**src/rtl/aes_key_sync_loader.sv**
```systemverilog
// aes_key_sync_loader: assembles a 128-bit key and a 128-bit sync from one
// Avalon-ST config packet. It then hands the pair to the AES encryptor over
// a valid/rdy handshake, delivering exactly one pair per good packet.
//
// Ports:
//   clk, rst         clock; asynchronous active-low reset
//   cfg_data/valid/  config stream: key words then sync words, MS word first
//   sop/eop, cfg_rdy
//   key_out,sync_out assembled pair, stable while key_valid=1
//   key_valid/rdy    key+sync handshake to the encryptor
//   err_short        one-cycle pulse: packet ended early
//   err_long         one-cycle pulse: packet ran past its last word
//   reissue          (AES_SYNC_AUTO_INC_EN only) re-present the last pair
//                    with sync incremented by one
//
// Optional feature macro: AES_SYNC_AUTO_INC_EN
module aes_key_sync_loader #(
  parameter int unsigned WORD_WIDTH = 32
) (
  input  logic                  clk,
  input  logic                  rst,
  input  logic [WORD_WIDTH-1:0] cfg_data,
  input  logic                  cfg_valid,
  input  logic                  cfg_sop,
  input  logic                  cfg_eop,
  output logic                  cfg_rdy,
  output logic [127:0]          key_out,
  output logic [127:0]          sync_out,
  output logic                  key_valid,
  input  logic                  key_rdy,
`ifdef AES_SYNC_AUTO_INC_EN
  input  logic                  reissue,
`endif
  output logic                  err_short,
  output logic                  err_long
);

  localparam int unsigned WORDS_PER_FIELD = 128 / WORD_WIDTH;
  localparam int unsigned NUM_WORDS       = 2 * WORDS_PER_FIELD;
  localparam int unsigned CNT_W           = $clog2(NUM_WORDS);
  localparam logic [CNT_W-1:0] LAST_IDX   = CNT_W'(NUM_WORDS - 1);

  typedef enum logic [1:0] {
    COLLECT = 2'd0,
    PRESENT = 2'd1,
    DRAIN   = 2'd2
  } state_t;

  state_t           state;
  logic [CNT_W-1:0] cnt;
  logic [255:0]     shadow;
`ifdef AES_SYNC_AUTO_INC_EN
  logic             has_pair;
`endif

  logic             cfg_xfer_c;
  logic [CNT_W-1:0] idx_c;
  logic [7:0]       lsb_c;
  logic [255:0]     shadow_wr_c;
  logic             store_c;

  // A sop word always lands in slot 0, even in the middle of a packet.
  assign cfg_xfer_c = cfg_valid & cfg_rdy;
  assign idx_c      = cfg_sop ? '0 : cnt;
  assign lsb_c      = 8'((NUM_WORDS - 1 - 32'(idx_c)) * WORD_WIDTH);

  // Words are stored only if they start a packet or continue one that a sop
  // opened. While draining, only a new sop is stored.
  assign store_c = cfg_xfer_c &&
                   (state == DRAIN ? cfg_sop : (cfg_sop || cnt != '0));

  // The shadow with the incoming word merged in. The last word feeds the
  // outputs directly, with no extra cycle.
  always_comb begin
    shadow_wr_c = shadow;
    shadow_wr_c[lsb_c +: WORD_WIDTH] = cfg_data;
  end

  // Control FSM and all registered outputs.
  always_ff @(posedge clk or negedge rst) begin
    if (!rst) begin
      state     <= COLLECT;
      cnt       <= '0;
      shadow    <= '0;
      cfg_rdy   <= 1'b0;
      key_out   <= '0;
      sync_out  <= '0;
      key_valid <= 1'b0;
      err_short <= 1'b0;
      err_long  <= 1'b0;
`ifdef AES_SYNC_AUTO_INC_EN
      has_pair  <= 1'b0;
`endif
    end else begin
      err_short <= 1'b0;
      err_long  <= 1'b0;
      case (state)
        COLLECT, DRAIN: begin
          cfg_rdy <= 1'b1;
          if (store_c) begin
            shadow <= shadow_wr_c;
            if (idx_c == LAST_IDX) begin
              cnt <= '0;
              if (cfg_eop) begin
                key_out   <= shadow_wr_c[255:128];
                sync_out  <= shadow_wr_c[127:0];
                key_valid <= 1'b1;
                cfg_rdy   <= 1'b0;
                state     <= PRESENT;
`ifdef AES_SYNC_AUTO_INC_EN
                has_pair  <= 1'b1;
`endif
              end else begin
                err_long <= 1'b1;
                state    <= DRAIN;
              end
            end else if (cfg_eop) begin
              err_short <= 1'b1;
              cnt       <= '0;
              state     <= COLLECT;
            end else begin
              cnt   <= idx_c + CNT_W'(1);
              state <= COLLECT;
            end
          end else if (cfg_xfer_c && state == DRAIN && cfg_eop) begin
            cnt   <= '0;
            state <= COLLECT;
          end
`ifdef AES_SYNC_AUTO_INC_EN
          // Any config transfer this cycle wins over reissue.
          else if (!cfg_xfer_c && state == COLLECT && cnt == '0 &&
                   has_pair && reissue) begin
            sync_out  <= sync_out + 128'(1);
            key_valid <= 1'b1;
            cfg_rdy   <= 1'b0;
            state     <= PRESENT;
          end
`endif
        end
        PRESENT: begin
          if (key_rdy) begin
            key_valid <= 1'b0;
            cfg_rdy   <= 1'b1;
            state     <= COLLECT;
          end
        end
        default: begin
          state <= COLLECT;
        end
      endcase
    end
  end

endmodule

```
**config.mk**
```make
export PLATFORM = sky130hd
export DESIGN_NAME = aes_key_sync_loader
export DESIGN_NICKNAME = d
export VERILOG_FILES = /design/src/rtl/aes_key_sync_loader.sv
export SDC_FILE = /design/constraint.sdc
export NUM_CORES = 1
export LEC_CHECK = 0
export BUFFER_PORTS_ARGS = -buffer_cell sky130_fd_sc_hd__buf_4
export CORE_ASPECT_RATIO = 0.6
export CORE_MARGIN = 10
export CORE_UTILIZATION = 35
export DETAILED_ROUTE_END_ITERATION = 8
export GPL_TIMING_DRIVEN = 0
export HOLD_SLACK_MARGIN = 0.08
export SLEW_MARGIN = 15
export SYNTH_ARGS = -nofsm -noshare
export SYNTH_HDL_FRONTEND = slang
export SYNTH_SLANG_ARGS = --single-unit
```
**constraint.sdc**
```tcl
create_clock -name clk -period 4.3 [get_ports clk]
set_input_delay 0.215 -clock clk [delete_from_list [all_inputs] [get_ports clk]]
set_output_delay 0.215 -clock clk [all_outputs]
set_load 0.005 [all_outputs]
```
==> results.sh, run 1 <==
export IMPL_outcome="finished clean"
export IMPL_routabilityCongestion=0.842
export IMPL_rows=72
export IMPL_synth_top_cell_area_share=0.562
export IMPL_yosysUniqueCellTypes=39
export IMPL_routed_wl_um=81500
export IMPL_total_power_mw=12.7
export IMPL_grt_usage=0.204
export IMPL_hold_violations=0
export IMPL_yosys_warnings=0
export IMPL_drive_gt1_frac=0.184
export IMPL_h_tree_depth=2
export IMPL_required_ps=4780
export IMPL_r2r_end="shadow[241]$_DFFE_PN0P_"
export IMPL_cts_buffers_inserted=53
export IMPL_synthCells=2018
export IMPL_drtIter0Drc=1580
export IMPL_finClkSkew_ps=20.1
export IMPL_multi_input_area_mm2=0.00934
export IMPL_min_period_ps=4150
export IMPL_synth_nets=2061
export IMPL_antenna_cells=0
export IMPL_rsz0062_at_grt="false"
export IMPL_place_area_mm2=0.0267
export IMPL_setup_violations=0
export IMPL_path_clk_slew_ps=70
export IMPL_hold_class="in -> async"
export IMPL_setup_slack_ps=154
export IMPL_clock_sinks=521
export IMPL_synthTopCellsByCount="dfrtp_1 (521), o21ai_0 (335), o21ai_1 (307)"
export IMPL_vias_per_cell=5.43
export IMPL_die_width_um=352
export IMPL_clockRootBuffer="clkbuf_16"
export IMPL_p_sw_frac=0.303
export IMPL_path_class="reg -> reg"
export IMPL_max_freq_ghz=0.241
export IMPL_core_area_mm2=0.0650
export IMPL_peakVddDrop_mv=0.304
export IMPL_vias=18200
export IMPL_grt_overflow=0
export IMPL_start_util=0.356
export IMPL_synth_area_leaders="dfrtp_1 (56%), mux2i_1 (11%), mux2_1 (9.3%)"
export IMPL_yosysSeqAreaShare=0.562
export IMPL_area_growth_pct=24.4
export IMPL_critical_path_arrival_ps=4630
export IMPL_reg2reg_depth=10
export IMPL_postLayoutCellArea_mm2=0.0288
export IMPL_p_comb_frac=0.192
export IMPL_drv_slew=0
export IMPL_p_seq_frac=0.432
export IMPL_netlist_area_mm2=0.0232
export IMPL_synth_edf_count=0
export IMPL_ff_latch_area_mm2=0.0130
export IMPL_synthArstFlopShare=1.00
export IMPL_syn_area_per_cell_um2=11.5
export IMPL_grt_pass1_vias=18200
export IMPL_p_sw_mw=3.83
export IMPL_power_density_mw_per_mm2=439
export IMPL_synth_top_flop_cell="dfrtp_1"
export IMPL_antenna_found_initial=3
export IMPL_cp_endpoint="shadow[241]$_DFFE_PN0P_"
export IMPL_fillers=6111
export IMPL_maxCapViolCount=0
export IMPL_clockBufferDepth=3
export IMPL_grt_pass1_wl_um=121000
export IMPL_wire_per_inst_um=24.4
export IMPL_die_area_mm2=0.0773
export IMPL_max_slew_margin=0.255
export IMPL_num_nets_final=2458
export IMPL_p_clk_frac=0.376
export IMPL_drc_errors=0
export IMPL_ys_seq_elements=521
export IMPL_synth_area_leader_cell="dfrtp_1"
export IMPL_dp_slack_ps=-215
export IMPL_fin_crit_sh=0.964
export IMPL_grt_max_degree=105
export IMPL_cp_start_kind="flip-flop"
export IMPL_worst_pin_slew_ps=1120
export IMPL_antenna_left=0
export IMPL_post_synth_top_count_cell="dfrtp_1"
export IMPL_critPathLaunch="cnt[0]$_DFFE_PN0P_"
export IMPL_dp_hpwl_um=62100
export IMPL_tritoncts="done"
export IMPL_portBuffers=296
export IMPL_end_kind="flip-flop"
export IMPL_io_pins=298
export IMPL_insertion_delay_ps=620
export IMPL_internal_power_mw=8.83
export IMPL_die_h_um=219
export IMPL_regToRegSetupSlack_ps=150
export IMPL_timing_rr_start="cnt[0]$_DFFE_PN0P_"
export IMPL_worstPathMaxFanout=11
export IMPL_p_leak_nw=13.8
export IMPL_firstDrtPassIters=7
## worst max-delay path, stage by stage (launching register included)
cell and delay, ps:
dfrtp_1 420, and2b_1 250, clkbuf_1 540, clkbuf_2 400
ha_1 360, ha_1 370, nand3b_1 190, buf_2 210
nor2_1 550, buf_4 350, mux2_1 350
## sequential cells by signal (all words and copies together) (netlist names)
signal     cells
key_valid      1
key_out      128
state          2
err_short      1
sync_out     128
shadow       256
err_long       1
cnt            3
cfg_rdy        1
## placed cells by master (no fill, tap or decap), types with 35 or more instances in the layout
cell           netlist  routed
dfrtp_1            521     521
buf_4               18     315
dlygate4sd3_1        0      39
mux2i_1            256     256
o21ai_0            335     335
clkbuf_16            0      55
o21ai_1            307     307
clkbuf_1           127     136
nand2b_1            38      38
mux2_1             192     192
nand3b_1            36      36
nor2_1              35      35
## through the flow
stage	hold slack [ps]	cells	setup TNS, ps	util
final	109	3345	0	0.444
after global routing	135	3345	0	0.444
after CTS	106	3345	0	0.443
after global placement	442	3202	-1234140	0.408
after floorplan	-80.6	2018	0	-
after detailed placement	141	3207	-6060	0.410
## layout make-up
class	count	area share
inverter	3	0.000390
clock inverter	17	0.00664
clock buffer	80	0.0544
buffer	185	0.0282
sequential	521	0.452
multi-input combinational	1309	0.324
tap	888	0.0385
timing repair buffer	342	0.0961
## repair_timing
| item | CTS | global route |
|---|---|---|
| resized for setup | 0 | 15 |
| setup endpoints to repair | 33 | 209 |
| pin swaps | 1 | 0 |
| buffers inserted | 2 | 0 |
| hold buffers | 39 | 0 |
| hold endpoints to repair | 432 | 0 |
## power groups by stage
stage	clock network, mW	registers (mW)	logic [mW]
2_1_floorplan	0	5.49	1.45
3_3_place_gp	0	5.53	2.28
3_5_place_dp	0	5.55	2.37
4_1_cts	4.85	5.46	2.41
5_1_grt	5.06	5.51	2.62
6_report	4.76	5.47	2.43
## layer usage
layer  vias to the layer above  GRT usage  routed length, um  share of wire
li1                       8079          -                  -              -
met1                      9424      0.286              37800           0.46
met2                       566      0.307              35500           0.44
met3                        82     0.0633               6960          0.085
met4                         0     0.0417               1310          0.016
met5                         -          0                  0              0
## kinds of logic (layout without fill, tap and decap cells)
| kind of cell | Yosys count | after routing | share of synthesized area |
|---|---|---|---|
| buffers and inverters | 188 | 627 | 0.0351 |
| flip-flops | 521 | 521 | 0.562 |
| AO/OA/AOI/OAI | 654 | 654 | 0.143 |
| AND/OR/NAND/NOR | 201 | 201 | 0.0531 |
| multiplexers | 449 | 449 | 0.204 |
| adder cells (fa/ha/maj) | 5 | 5 | 0.00270 |
## worst min-delay path by stage
stage	endpoint	slack, ps	depth (start not counted)	start
6_report	key_out[38]$_DFFE_PN0P_	110	2	rst
5_1_grt	key_out[42]$_DFFE_PN0P_	140	2	rst
4_1_cts	key_out[38]$_DFFE_PN0P_	110	2	rst
3_5_place_dp	key_out[42]$_DFFE_PN0P_	140	1	rst
3_3_place_gp	state[1]$_DFFE_PN0P_	440	2	cfg_valid
2_1_floorplan	cfg_rdy$_DFFE_PN0P_	-80	0	rst
No activity file was read; power rests on OpenSTA's default activity.
==> run 2, diff against run 1 <==
- CORE_ASPECT_RATIO: 0.6 -> default
==> run 2 against run 1 <==
Effect of this change:
- via count is 1.8% lower
- worst setup slack improved by 72 ps
- sequential power about the same
- count of clock-buffer cells in the layout shrank 1
- fmax rose by 1.8%
- critical endpoint is now sync_out[62]$_DFFE_PN0P_
==> results.sh, run 2 (synthesis results as in run 1) <==
export IMPL_cts_buffers_inserted=56
export IMPL_drive_gt1_frac=0.186
export IMPL_tritoncts="done"
export IMPL_reg2reg_depth=10
export IMPL_routabilityCongestion=0.868
export IMPL_grt_usage=0.204
export IMPL_drt_met1_wl_um=33200
export IMPL_worst_pin_slew_ps=904
export IMPL_die_h_um=277
export IMPL_power_density_mw_per_mm2=449
export IMPL_drtIter0Drc=1446
export IMPL_vias_per_cell=5.36
export IMPL_wl_met2_um=37900
export IMPL_p_leak_nw=13.9
export IMPL_top_layer="met4"
export IMPL_setup_violations=0
export IMPL_grt_overflow=0
export IMPL_maxCapViolCount=0
export IMPL_regMostFlops="shadow"
export IMPL_drv_slew=0
export IMPL_area_growth_pct=25.2
export IMPL_peakVddDrop_mv=0.298
export IMPL_final_cell_mix="dfrtp_1 (521), o21ai_0 (335), buf_4 (315)"
export IMPL_clockBufferDepth=3
export IMPL_die_area_mm2=0.0769
export IMPL_insertion_delay_ps=630
export IMPL_timing_rr_start="cnt[0]$_DFFE_PN0P_"
export IMPL_min_period_ps=4070
export IMPL_die_width_um=277
export IMPL_postLayoutCellArea_mm2=0.0290
export IMPL_reg_top3="shadow x256, key_out x128, sync_out x128"
export IMPL_total_power_mw=13.0
export IMPL_largest_reg_flops=256
export IMPL_tns_ps=0
export IMPL_grt_pass1_wl_um=120000
export IMPL_start_util=0.353
export IMPL_clockRootBuffer="clkbuf_16"
export IMPL_dp_hpwl_um=60600
export IMPL_path_clk_slew_ps=60
export IMPL_finClkSkew_ps=33.3
export IMPL_layout_commonest_cell="dfrtp_1"
export IMPL_max_freq_ghz=0.245
export IMPL_end_kind="flip-flop"
export IMPL_critical_path_arrival_ps=4550
export IMPL_firstDrtPassIters=5
export IMPL_routed_wl_um=80500
export IMPL_path_class="in -> reg"
export IMPL_wire_per_inst_um=24.2
export IMPL_portBuffers=296
export IMPL_fin_crit_sh=0.947
export IMPL_utilization=0.441
export IMPL_num_nets_final=2461
export IMPL_antenna_found_initial=6
export IMPL_dr_wl_met3_um=6260
export IMPL_outcome="finished clean"
export IMPL_rsz0062_at_grt="false"
export IMPL_vias=17800
export IMPL_holdWs_ps=202
export IMPL_max_slew_margin=0.398
export IMPL_required_ps=4780
export IMPL_grt_pass1_vias=18700
export IMPL_worstPathMaxFanout=11
export IMPL_h_tree_depth=2
export IMPL_hold_class="in -> async"
export IMPL_clock_sinks=521
export IMPL_drc_errors=0
export IMPL_antenna_left=0
export IMPL_cp_start_kind="primary input"
export IMPL_io_pins=298
export IMPL_core_area_mm2=0.0657
export IMPL_r2r_end="sync_out[62]$_DFFE_PN0P_"
export IMPL_regToRegSetupSlack_ps=240
export IMPL_rows=94
export IMPL_grt_max_degree=111
export IMPL_hold_violations=0
export IMPL_place_area_mm2=0.0266
[run 2: changes by cell type in the layout (fill, tap and decap cells not counted)]
cell | before | now
clkbuf_1 | 136 | 135
nor3_2 | 1 | 0
clkbuf_8 | 10 | 11
clkbuf_2 | 8 | 4
clkbuf_16 | 55 | 56
clkinv_8 | 0 | 1
nor3_1 | 33 | 34
bufinv_16 | 4 | 9
diode_2 | 0 | 1
clkinv_2 | 11 | 10
buf_1 | 5 | 7
clkinvlp_4 | 1 | 4
[run 2: worst max path at each step]
stage,from,end,cells past startpoint
2_1_floorplan,cnt[0]$_DFFE_PN0P_,shadow[10]$_DFFE_PN0P_,11
3_3_place_gp,rst,key_out[40]$_DFFE_PN0P_,1
3_5_place_dp,cfg_sop,shadow[23]$_DFFE_PN0P_,12
4_1_cts,cnt[0]$_DFFE_PN0P_,shadow[21]$_DFFE_PN0P_,11
5_1_grt,cnt[0]$_DFFE_PN0P_,sync_out[63]$_DFFE_PN0P_,10
6_report,cfg_sop,sync_out[62]$_DFFE_PN0P_,12
[run 2: routing by layer]
layer  up-vias  GRT usage
met5         -          0
met4         0     0.0824
met3       130     0.0572
met2       598      0.332
met1      9036      0.251
li1       8068          -
[run 2: cell type report]
type / instances / area, um^2
Tap cell: 864 / 1080
Clock inverter: 25 / 375
Buffer: 185 / 808
Multi-Input combinational cell: 1309 / 9340
Timing Repair Buffer: 342 / 2770
Fill cell: 6075 / 36700
Antenna cell: 1 / 2.50
Inverter: 3 / 11.3
Clock buffer: 79 / 1600
Sequential cell: 521 / 13000
[run 2: critical path: stages]
cell and delay [ps]:
dlygate4sd3_1 580, buf_4 180, and2b_1 340, clkbuf_1 560
clkbuf_2 410, ha_1 330, ha_1 350, nand3_1 140
buf_2 290, buf_1 590, mux2i_1 460, o21ai_1 90
[run 2: what timing repair did]
action / 4_1_cts / 5_1_grt
endpoints found under the setup margin: 0 / 141
hold endpoints to repair: 278 / 0
hold buffers: 39 / 0
setup buffers: 0 / 2
resized for setup: 0 / 2
[run 2: report_power, final]
group	switching, mW	internal, mW
Combinational	1.58	0.800
Sequential	0.189	5.28
Clock	2.05	3.12
[run 2: stage by stage]
stage / setup slack (ps) / instances
after global routing: 109 / 3328
after global placement: -2410 / 3178
after floorplan: 1280 / 2018
final: 226 / 3329
after CTS: 4.76 / 3326
after detailed placement: -5.13 / 3183
==> run 3, diff against run 2 <==
- CELL_PAD_IN_SITES_DETAIL_PLACEMENT: default -> 0
- CELL_PAD_IN_SITES_GLOBAL_PLACEMENT: default -> 2
- MAX_ROUTING_LAYER: default -> met4
- PLACE_DENSITY_LB_ADDON: default -> 0.1
==> run 3 against run 2 <==
Effect of this change:
- register-to-register slack improved by 40 ps
- wire length increased by 4.7%
- clock skew decreased by 14 ps
- cell count unchanged
- worst setup slack improved by 53 ps
==> results.sh, run 3 (synthesis results as in run 1) <==
export IMPL_regMostFlops="shadow"
export IMPL_area_growth_pct=25.3
export IMPL_utilization=0.442
export IMPL_postLayoutCellArea_mm2=0.0291
export IMPL_cp_start_kind="flip-flop"
export IMPL_critical_path_arrival_ps=4500
export IMPL_end_kind="flip-flop"
export IMPL_insertion_delay_ps=620
export IMPL_rows=94
export IMPL_tns_ps=0
export IMPL_worstPathMaxFanout=11
export IMPL_hold_violations=0
export IMPL_reg_top3="shadow x256, key_out x128, sync_out x128"
export IMPL_firstDrtPassIters=5
export IMPL_largest_reg_flops=256
export IMPL_rsz0062_at_grt="false"
export IMPL_routabilityCongestion=0.857
export IMPL_outcome="finished clean"
export IMPL_fin_crit_sh=0.935
export IMPL_grt_pass1_wl_um=124000
export IMPL_routed_wl_um=84300
export IMPL_finClkSkew_ps=19.7
export IMPL_die_h_um=277
export IMPL_num_nets_final=2463
export IMPL_hold_class="in -> async"
export IMPL_vias_per_cell=5.33
export IMPL_antenna_found_initial=3
export IMPL_clock_sinks=521
export IMPL_cts_setup_buffers=0
export IMPL_drc_errors=0
export IMPL_clockBufferDepth=3
export IMPL_final_cell_mix="dfrtp_1 (521), o21ai_0 (335), buf_4 (313)"
export IMPL_peakVddDrop_mv=0.291
export IMPL_setup_violations=0
export IMPL_antenna_left=0
export IMPL_drive_gt1_frac=0.184
export IMPL_grt_max_degree=102
export IMPL_layout_commonest_cell="dfrtp_1"
export IMPL_start_util=0.353
export IMPL_die_area_mm2=0.0769
export IMPL_drtIter0Drc=1216
export IMPL_portBuffers=296
export IMPL_grt_pass1_vias=18400
export IMPL_total_power_mw=13.1
export IMPL_drv_slew=0
export IMPL_die_width_um=277
export IMPL_place_area_mm2=0.0267
export IMPL_io_pins=298
export IMPL_power_density_mw_per_mm2=452
export IMPL_grt_usage=0.219
export IMPL_maxCapViolCount=0
export IMPL_wire_per_inst_um=25.3
export IMPL_cts_buffers_inserted=58
export IMPL_tritoncts="done"
export IMPL_fillers=6301
export IMPL_dp_hpwl_um=62800
export IMPL_p_leak_nw=13.9
export IMPL_path_clk_slew_ps=70
export IMPL_h_tree_depth=2
export IMPL_min_period_ps=4020
export IMPL_grt_overflow=0
export IMPL_max_freq_ghz=0.249
export IMPL_worst_pin_slew_ps=1100
export IMPL_clockRootBuffer="clkbuf_16"
export IMPL_core_area_mm2=0.0657
export IMPL_path_class="reg -> reg"
export IMPL_vias=17700
export IMPL_max_slew_margin=0.267
export IMPL_required_ps=4780
==> run 3: changes by cell type in the layout (fill, tap and decap cells not counted), moves of 2 or more <==
cell / delta
buf_4: -2
bufinv_16: -3
clkbuf_1: +2
clkbuf_16: +5
clkbuf_8: +3
clkinv_2: -4
clkinvlp_4: -3
diode_2: +2
==> run 3: worst max-delay path: stages (launching register included) <==
cell	delay [ps]
dfrtp_1	410
and2b_1	300
clkbuf_2	370
clkbuf_2	360
ha_1	340
ha_1	360
nand3b_1	270
buf_2	250
nor2_1	540
buf_4	320
mux2_1	350
==> run 3: final cells by class <==
cell class | count | area (um^2) | area share
sequential | 521 | 13000 | 0.449
timing repair buffer | 342 | 2790 | 0.0961
clock inverter | 13 | 218 | 0.00749
clock buffer | 89 | 1770 | 0.0610
inverter | 3 | 11.3 | 0.000387
buffer | 185 | 808 | 0.0278
antenna | 3 | 7.51 | 0.000258
multi-input combinational | 1309 | 9340 | 0.321
tap | 864 | 1080 | 0.0372
==> run 3: metrics by stage <==
step / hold slack [ps] / setup WS [ps] / cells
floorplan: -80.6 / 1280 / 2018
global placement: 448 / -2770 / 3178
detailed placement: 112 / -192 / 3184
CTS: 191 / 49.9 / 3326
global route: 212 / 72.6 / 3327
finish: 209 / 279 / 3329
==> run 3: path summary, 6_finish.rpt <==
| path | cells past startpoint | endpoint | from | slack (ps) |
|---|---|---|---|---|
| worst min register to register | 1 | shadow[130]$_DFFE_PN0P_ | shadow[130]$_DFFE_PN0P_ | 480 |
| min in group clk | 3 | shadow[7]$_DFFE_PN0P_ | cfg_data[7] | 440 |
| worst max register to register | 10 | shadow[248]$_DFFE_PN0P_ | cnt[0]$_DFFE_PN0P_ | 280 |
| worst min-delay path | 3 | sync_out[65]$_DFFE_PN0P_ | rst | 210 |
| max in group asynchronous | 5 | shadow[245]$_DFFE_PN0P_ | rst | 2520 |
| worst max-delay path | 10 | shadow[248]$_DFFE_PN0P_ | cnt[0]$_DFFE_PN0P_ | 280 |
==> run 3: where the power goes <==
part | leakage (nW) | internal [mW] | switching (mW)
Combinational | 5.71 | 0.804 | 1.64
Clock | 0.977 | 3.17 | 2.06
Sequential | 7.21 | 5.28 | 0.189
==> run 3: routing by layer <==
layer | up-vias | GRT usage | wire length, um
met2 | 459 | 0.357 | 40800
met4 | 0 | 0.0509 | 1580
met5 | - | - | 0
met1 | 9124 | 0.275 | 37000
met3 | 88 | 0.0490 | 4910
li1 | 8060 | - | -
==> run 3: what timing repair did <==
item / in CTS / in global routing
endpoints found under the hold margin: 524 / 0
pin swaps: 0 / 0
endpoints found under the setup margin: 145 / 139
hold buffers: 40 / 0
gates resized for setup: 1 / 2
